File: src/rtl/raptor64_lmsm_sequencer_pkg.sv
// Shared definitions for the LM/SM sequencer: state encoding, field widths and defaults.
package raptor64_lmsm_sequencer_pkg;

    localparam int unsigned REG_W          = 5;
    localparam int unsigned CTX_W          = 4;
    localparam int unsigned SEL_W          = CTX_W + REG_W;
    localparam int unsigned MASK_W         = 31;
    localparam int unsigned DAT_W          = 64;
    localparam int unsigned AW_DEFAULT     = 64;
    localparam int unsigned STRIDE_DEFAULT = 8;

    typedef enum logic [1:0] {
        StIdle = 2'd0,
        StReq  = 2'd1,
        StNext = 2'd2,
        StDone = 2'd3
    } lmsm_state_e;

endpackage

File: src/rtl/raptor64_lmsm_sequencer_if.sv
// Issue, memory and register-file signals of the LM/SM sequencer.
interface raptor64_lmsm_sequencer_if
    import raptor64_lmsm_sequencer_pkg::*;
#(
    parameter int unsigned AW = AW_DEFAULT
);
    logic              start;
    logic              is_lm;
    logic [MASK_W-1:0] mask;
    logic [AW-1:0]     base_adr;
    logic [CTX_W-1:0]  axc;
    logic              abort;
    logic              busy;
    logic              done;
    logic              mem_req;
    logic              mem_we;
    logic [AW-1:0]     mem_adr;
    logic              mem_ack;
    logic [DAT_W-1:0]  mem_dat_i;
    logic [SEL_W-1:0]  rs_sel;
    logic              wb_en;
    logic [SEL_W-1:0]  wb_rt;
    logic [DAT_W-1:0]  wb_dat;

    modport master (
        input  start, is_lm, mask, base_adr, axc, abort, mem_ack, mem_dat_i,
        output busy, done, mem_req, mem_we, mem_adr, rs_sel, wb_en, wb_rt, wb_dat
    );

    modport slave (
        output start, is_lm, mask, base_adr, axc, abort, mem_ack, mem_dat_i,
        input  busy, done, mem_req, mem_we, mem_adr, rs_sel, wb_en, wb_rt, wb_dat
    );

endinterface

File: src/rtl/raptor64_lmsm_sequencer_lowbit.sv
// Lowest-set-bit encoder: mask bit k maps to register number k+1; valid=0 for an empty mask.
module raptor64_lowbit_enc
    import raptor64_lmsm_sequencer_pkg::*;
(
    input  logic [MASK_W-1:0] i_mask,
    output logic [REG_W-1:0]  o_reg,
    output logic              o_valid
);

    // Scan high-to-low so the lowest set bit is the last one written.
    always_comb begin
        o_reg = '0;
        for (int k = MASK_W - 1; k >= 0; k--) begin
            if (i_mask[k]) begin
                o_reg = REG_W'(k + 1);
            end
        end
    end

    assign o_valid = |i_mask;

endmodule

File: src/rtl/raptor64_lmsm_sequencer.sv
// LM/SM sequencer: walks the register mask lowest-bit-first, one memory transfer per register,
// driving the read-port select for stores and the register writeback for loads.
module raptor64_lmsm_sequencer
    import raptor64_lmsm_sequencer_pkg::*;
#(
    parameter int unsigned AW     = AW_DEFAULT,
    parameter int unsigned STRIDE = STRIDE_DEFAULT
) (
    input  logic                       clk,
    input  logic                       rst,
    raptor64_lmsm_sequencer_if.master  io_bus
);

    lmsm_state_e       r_state;
    lmsm_state_e       w_state_next;
    logic [MASK_W-1:0] r_mask;
    logic [AW-1:0]     r_base;
    logic [CTX_W-1:0]  r_axc;
    logic              r_is_lm;
    logic [REG_W-1:0]  r_count;
    logic              r_wb_en;
    logic [SEL_W-1:0]  r_wb_rt;
    logic [DAT_W-1:0]  r_wb_dat;

    logic [REG_W-1:0]  w_cur;
    logic              w_mask_valid;
    logic              w_req;
    logic              w_issue;
    logic              w_ack_take;
    logic [AW-1:0]     w_adr;

    raptor64_lowbit_enc u_lowbit_enc (
        .i_mask  (r_mask),
        .o_reg   (w_cur),
        .o_valid (w_mask_valid)
    );

    assign w_req      = (r_state == StReq);
    assign w_issue    = (r_state == StIdle) && io_bus.start && !io_bus.abort;
    // An ack coinciding with abort is dropped: no mask/count update, no writeback.
    assign w_ack_take = w_req && io_bus.mem_ack && !io_bus.abort;
    assign w_adr      = r_base + (AW'(r_count) * AW'(STRIDE));

    always_ff @(posedge clk) begin
        if (rst) begin
            r_state  <= StIdle;
            r_mask   <= '0;
            r_base   <= '0;
            r_axc    <= '0;
            r_is_lm  <= 1'b0;
            r_count  <= '0;
            r_wb_en  <= 1'b0;
            r_wb_rt  <= '0;
            r_wb_dat <= '0;
        end else begin
            r_state <= w_state_next;
            r_wb_en <= 1'b0;
            if (w_issue) begin
                r_mask  <= io_bus.mask;
                r_base  <= io_bus.base_adr;
                r_axc   <= io_bus.axc;
                r_is_lm <= io_bus.is_lm;
                r_count <= '0;
            end
            if (w_ack_take) begin
                r_mask  <= r_mask & (r_mask - MASK_W'(1));
                r_count <= r_count + REG_W'(1);
                if (r_is_lm) begin
                    r_wb_en  <= 1'b1;
                    r_wb_rt  <= {r_axc, w_cur};
                    r_wb_dat <= io_bus.mem_dat_i;
                end
            end
        end
    end

    always_comb begin
        w_state_next = r_state;
        unique case (r_state)
            StIdle: begin
                if (w_issue) begin
                    w_state_next = (|io_bus.mask) ? StReq : StDone;
                end
            end
            StReq: begin
                if (io_bus.abort) begin
                    w_state_next = StIdle;
                end else if (io_bus.mem_ack) begin
                    w_state_next = StNext;
                end
            end
            StNext: begin
                if (io_bus.abort) begin
                    w_state_next = StIdle;
                end else begin
                    w_state_next = w_mask_valid ? StReq : StDone;
                end
            end
            StDone: begin
                w_state_next = StIdle;
            end
            default: begin
                w_state_next = StIdle;
            end
        endcase
    end

    assign io_bus.busy    = (r_state != StIdle);
    assign io_bus.done    = (r_state == StDone);
    assign io_bus.mem_req = w_req;
    assign io_bus.mem_we  = w_req && !r_is_lm;
    assign io_bus.mem_adr = w_req ? w_adr : '0;
    assign io_bus.rs_sel  = w_req ? {r_axc, w_cur} : '0;
    assign io_bus.wb_en   = r_wb_en;
    assign io_bus.wb_rt   = r_wb_rt;
    assign io_bus.wb_dat  = r_wb_dat;

endmodule

File: src/flat_wrapper.sv
// flat-port wrapper written by rule: the top's interface ports become plain ports
module raptor64_lmsm_sequencer_flat import raptor64_lmsm_sequencer_pkg::*;
#(
    parameter int unsigned AW     = AW_DEFAULT,
    parameter int unsigned STRIDE = STRIDE_DEFAULT
)
  (clk, rst, io_bus_start, io_bus_is_lm, io_bus_mask, io_bus_base_adr, io_bus_axc, io_bus_abort, io_bus_mem_ack, io_bus_mem_dat_i, io_bus_busy, io_bus_done, io_bus_mem_req, io_bus_mem_we, io_bus_mem_adr, io_bus_rs_sel, io_bus_wb_en, io_bus_wb_rt, io_bus_wb_dat);
  raptor64_lmsm_sequencer_if #(.AW(AW)) io_bus_i ();
  input  logic clk;
  input  logic rst;
  input wire logic [$bits(io_bus_i.start)-1:0] io_bus_start;
  input wire logic [$bits(io_bus_i.is_lm)-1:0] io_bus_is_lm;
  input wire logic [$bits(io_bus_i.mask)-1:0] io_bus_mask;
  input wire logic [$bits(io_bus_i.base_adr)-1:0] io_bus_base_adr;
  input wire logic [$bits(io_bus_i.axc)-1:0] io_bus_axc;
  input wire logic [$bits(io_bus_i.abort)-1:0] io_bus_abort;
  input wire logic [$bits(io_bus_i.mem_ack)-1:0] io_bus_mem_ack;
  input wire logic [$bits(io_bus_i.mem_dat_i)-1:0] io_bus_mem_dat_i;
  output wire logic [$bits(io_bus_i.busy)-1:0] io_bus_busy;
  output wire logic [$bits(io_bus_i.done)-1:0] io_bus_done;
  output wire logic [$bits(io_bus_i.mem_req)-1:0] io_bus_mem_req;
  output wire logic [$bits(io_bus_i.mem_we)-1:0] io_bus_mem_we;
  output wire logic [$bits(io_bus_i.mem_adr)-1:0] io_bus_mem_adr;
  output wire logic [$bits(io_bus_i.rs_sel)-1:0] io_bus_rs_sel;
  output wire logic [$bits(io_bus_i.wb_en)-1:0] io_bus_wb_en;
  output wire logic [$bits(io_bus_i.wb_rt)-1:0] io_bus_wb_rt;
  output wire logic [$bits(io_bus_i.wb_dat)-1:0] io_bus_wb_dat;
  assign io_bus_i.start = io_bus_start;
  assign io_bus_i.is_lm = io_bus_is_lm;
  assign io_bus_i.mask = io_bus_mask;
  assign io_bus_i.base_adr = io_bus_base_adr;
  assign io_bus_i.axc = io_bus_axc;
  assign io_bus_i.abort = io_bus_abort;
  assign io_bus_i.mem_ack = io_bus_mem_ack;
  assign io_bus_i.mem_dat_i = io_bus_mem_dat_i;
  assign io_bus_busy = io_bus_i.busy;
  assign io_bus_done = io_bus_i.done;
  assign io_bus_mem_req = io_bus_i.mem_req;
  assign io_bus_mem_we = io_bus_i.mem_we;
  assign io_bus_mem_adr = io_bus_i.mem_adr;
  assign io_bus_rs_sel = io_bus_i.rs_sel;
  assign io_bus_wb_en = io_bus_i.wb_en;
  assign io_bus_wb_rt = io_bus_i.wb_rt;
  assign io_bus_wb_dat = io_bus_i.wb_dat;
  raptor64_lmsm_sequencer #(.AW(AW), .STRIDE(STRIDE)) u_core (.clk(clk), .rst(rst), .io_bus(io_bus_i));
endmodule
File: config.mk
export PLATFORM = sky130hd
export DESIGN_NAME = raptor64_lmsm_sequencer_flat
export DESIGN_NICKNAME = d
export VERILOG_FILES = /design/src/rtl/raptor64_lmsm_sequencer_pkg.sv /design/src/rtl/raptor64_lmsm_sequencer_if.sv /design/src/rtl/raptor64_lmsm_sequencer_lowbit.sv /design/src/rtl/raptor64_lmsm_sequencer.sv /design/src/flat_wrapper.sv
export SDC_FILE = /design/constraint.sdc
export NUM_CORES = 1
export LEC_CHECK = 0
export ABC_AREA = 0
export ABC_CLOCK_PERIOD_IN_PS = 6600
export CAP_MARGIN = 30
export CELL_PAD_IN_SITES_DETAIL_PLACEMENT = 0
export CELL_PAD_IN_SITES_GLOBAL_PLACEMENT = 1
export CORE_ASPECT_RATIO = 0.9
export CORE_MARGIN = 2
export CORE_UTILIZATION = 32
export DETAILED_ROUTE_END_ITERATION = 12
export HOLD_SLACK_MARGIN = 0.05
export PLACE_DENSITY_LB_ADDON = 0.3
export SYNTH_ARGS = -nofsm -noshare
export SYNTH_HDL_FRONTEND = slang
export SYNTH_SLANG_ARGS = --single-unit
File: constraint.sdc
create_clock -name clk -period 6.6 [get_ports clk]
set_clock_uncertainty 0.1 [all_clocks]
set_input_delay 0.66 -clock clk [delete_from_list [all_inputs] [get_ports clk]]
set_output_delay 0.66 -clock clk [all_outputs]
set_load 0.05 [all_outputs]
==> results.py <==
metrics = {
    "clock_network": {
        "cts_buffers": 17,
        "tritoncts": "yes",
        "post_cts_resized": 0,
        "htreeDepth": 4,
        "clk_latency_ns": 0.43,
        "clk_path_buf_depth": 2,
        "cts.reportedPaths.clkPinSlew_ns": 0.07,
        "clockRootBuffer": "clkbuf_16",
        "numClockSinks": 181,
        "cts_hold_buffers": 0,
        "postCtsSetupBuffers": 0,
    },
    "sta": {
        "finalCriticalPeriod_ns": 4.67,
        "tightest_slew_ns": 0.976,
        "hold_viol": 0,
        "rsz0062_at_grt": "no",
        "fin_crit_sh_pct": 70.8,
        "finalMaxSlewViolations": 0,
        "finalSetupTns_ns": 0,
        "fmax_mhz": 214,
        "setup_viol": 0,
        "max_slew_margin_pct": 34.8,
    },
    "pwr": {
        "peakVddDrop_mv": 0.143,
        "leakagePower_nw": 4.22,
        "power_mw": 2.55,
        "cellPowerDensity_mw_per_mm2": 197,
    },
    "synth": {
        "synth-seq-cells": 181,
        "syn-num-nets": 1405,
        "synth-main-ff-cell": "dfxtp_1",
        "async_reset_ff_share_pct": 0,
        "synth_area_mm2": 0.00898,
        "yosys_warnings": 0,
        "synth.avg_cell_area_um2": 7.31,
        "postSynthCellCount": 1229,
        "ys_seq_area_share_pct": 40.3,
        "synth_edf_count": 0,
        "synth_cell_types": 61,
    },
    "global_route": {
        "grt_util_all_layers_pct": 21.2,
        "grt_pass1_wl_um": 50200,
        "grt_pass1_vias": 9165,
        "overflow": 0,
        "grt_max_degree": 112,
        "antenna_found_initial": 2,
    },
    "routing": {
        "drt_wl_total_um": 31900,
        "drc_errors": 0,
        "viasPerCell": 5.18,
        "wl_per_cell_um": 17.1,
        "drtIter0Drc": 513,
        "dr.pass1.iters": 4,
        "drt.antenna.violating_nets": 0,
        "vias": 9643,
    },
    "critical_path": {
        "critical_path_arrival_ns": 3.91,
        "critPathSlowestCell": "clkdlybuf4s50_1",
        "critPathMaxStageDelay_ns": 0.83,
        "cp_top_family": "simple AND/OR/NAND/NOR gates",
        "end_kind": "output pin",
        "setup.worst_path.class": "register to output pin",
        "cp_max_fo": 27,
        "path_buf_inv": 1,
        "cp.required_ns": 5.84,
        "worstSetupStartpointType": "register",
        "worstPathCellList": "ha_1 -> o21ai_0 -> o21ai_1 -> nand2_2 -> or4_1 -> a21oi_1 -> clkdlybuf4s50_1",
    },
    "job": {
        "maxCapViolCount": 0,
    },
    "placed_design": {
        "post_dp_cell_area_mm2": 0.0124,
        "io_buffers": 319,
        "placed_cells_incl_taps": 1831,
        "gp_congestion": 0.845,
        "post-dp-hpwl_um": 22600,
    },
    "cells_and_area": {
        "finalNonFillerCells": 1863,
        "design_area_mm2": 0.0129,
        "fill_cells": 2778,
        "area_delta_synth_final_pct": 44.2,
        "fin_nets": 1666,
        "drive_above_1_share_pct": 4.06,
        "layout_commonest_cell": "nand2_1",
        "final_core_util_pct": 46.6,
        "final_cell_mix": "338 x nand2_1, 318 x clkdlybuf4s50_1, 214 x a21oi_1",
    },
    "floorplan": {
        "std_cell_rows": 58,
        "io_pins": 320,
        "die_w_um": 181,
        "die_h_um": 163,
        "coreArea_mm2": 0.0278,
        "dieArea_mm2": 0.0294,
        "start_util_pct": 32.3,
    },
    "status": {
        "status": "finished clean",
    },
    "worst_hold_path": {
        "hold_path_class": "register to register",
    },
}
sequential cells by signal (all words and copies together), names as in the netlist:
signal,flops
u_core.io_bus.wb_rt,9
u_core.r_mask,31
u_core.r_base,64
u_core.io_bus.wb_dat,64
u_core.r_state,2
u_core.r_count,5
u_core.io_bus.wb_en,1
u_core.r_is_lm,1
u_core.r_axc,4
synthesized netlist by cell type, types with 2 or more instances:
cell type	count	area [um^2]
nor3_1	18	90.1
inv_1	13	48.8
buf_2	14	70.1
or4_1	26	195
nand2b_1	6	37.5
mux2i_1	4	40.0
nor4_4	3	63.8
and4_1	8	70.1
a21oi_1	214	1070
o21bai_1	4	30.0
a21o_1	3	22.5
nand4_2	2	25.0
o21ai_0	25	125
o41ai_1	3	26.3
xor2_1	20	175
and2_1	15	93.8
or3_1	17	106
a211oi_1	5	37.5
nand3b_1	2	15.0
nor4_1	14	87.6
ha_1	6	75.1
o311ai_1	2	17.5
o311ai_0	7	61.3
nor2_1	61	229
dfxtp_1	181	3620
a221o_1	2	20.0
clkbuf_1	70	263
nand2_1	339	1270
nand4_1	24	150
and3_1	12	75.1
a31oi_1	2	12.5
o31ai_1	23	173
nand3_1	39	195
or2_2	4	25.0
o211ai_1	10	75.1
xnor2_1	4	35.0
nor2b_1	3	18.8
worst reg2reg max path, stage by stage (launching register included):
cell and delay (ns):
dfxtp_1 0.53, or4bb_1 0.81, nor3_2 0.49, nand3_1 0.24, o311ai_1 0.32, a21oi_1 0.10
metal layers:
| layer | wire length, um | GRT usage (%) | share of wire [%] | up-vias |
|---|---|---|---|---|
| li1 | - | - | - | 4827 |
| met1 | 14200 | 27.1 | 44 | 4467 |
| met2 | 14600 | 34.2 | 46 | 324 |
| met3 | 2610 | 7.36 | 8.2 | 25 |
| met4 | 450 | 5.35 | 1.4 | 0 |
| met5 | 0 | 0 | 0 | - |
worst paths after layout:
kind | startpoint | endpoint | slack, ns | cells after the start
worst max-delay path | u_core.r_count[2] | io_bus_mem_adr[38] | 1.93 | 7
worst min-delay path | u_core.r_base[2] | u_core.r_base[2] | 0.35 | 2
worst max register to register | u_core.r_state[0] | u_core.r_mask[30] | 3.87 | 5
worst min register to register | u_core.r_base[2] | u_core.r_base[2] | 0.35 | 2
logic make-up after synthesis:
kind of cell,count (synthesis),share of synthesized area (%)
compound gates,311,19.7
xor+xnor,24,2.34
fa+ha+maj,7,1.06
buf+inv,99,4.42
flops,181,40.3
mux,4,0.446
simple gates,603,31.7
per-stage QoR:
step           setup slack, ns  hold WS [ns]
2_1_floorplan             2.52         0.332
3_5_place_dp              2.44         0.343
6_report                  1.93         0.353
3_3_place_gp              2.47         0.340
5_1_grt                   1.61         0.377
4_1_cts                   1.95         0.354
cell type report:
class / instances / area, um^2 / share of cell area (%)
Inverter: 13 / 48.8 / 0.377
Clock buffer: 17 / 425 / 3.29
Multi-Input combinational cell: 949 / 4980 / 38.5
Clock inverter: 14 / 153 / 1.18
Sequential cell: 181 / 3620 / 28.0
Timing Repair Buffer: 328 / 3260 / 25.2
Tap cell: 360 / 450 / 3.48
Antenna cell: 1 / 2.50 / 0.0193
where the power goes:
part	internal (mW)	switching (mW)	total (mW)
logic	0.169	0.197	0.366
registers	1.12	0.0446	1.17
clock network	0.507	0.510	1.02
No activity file was read; power rests on OpenSTA's default activity.
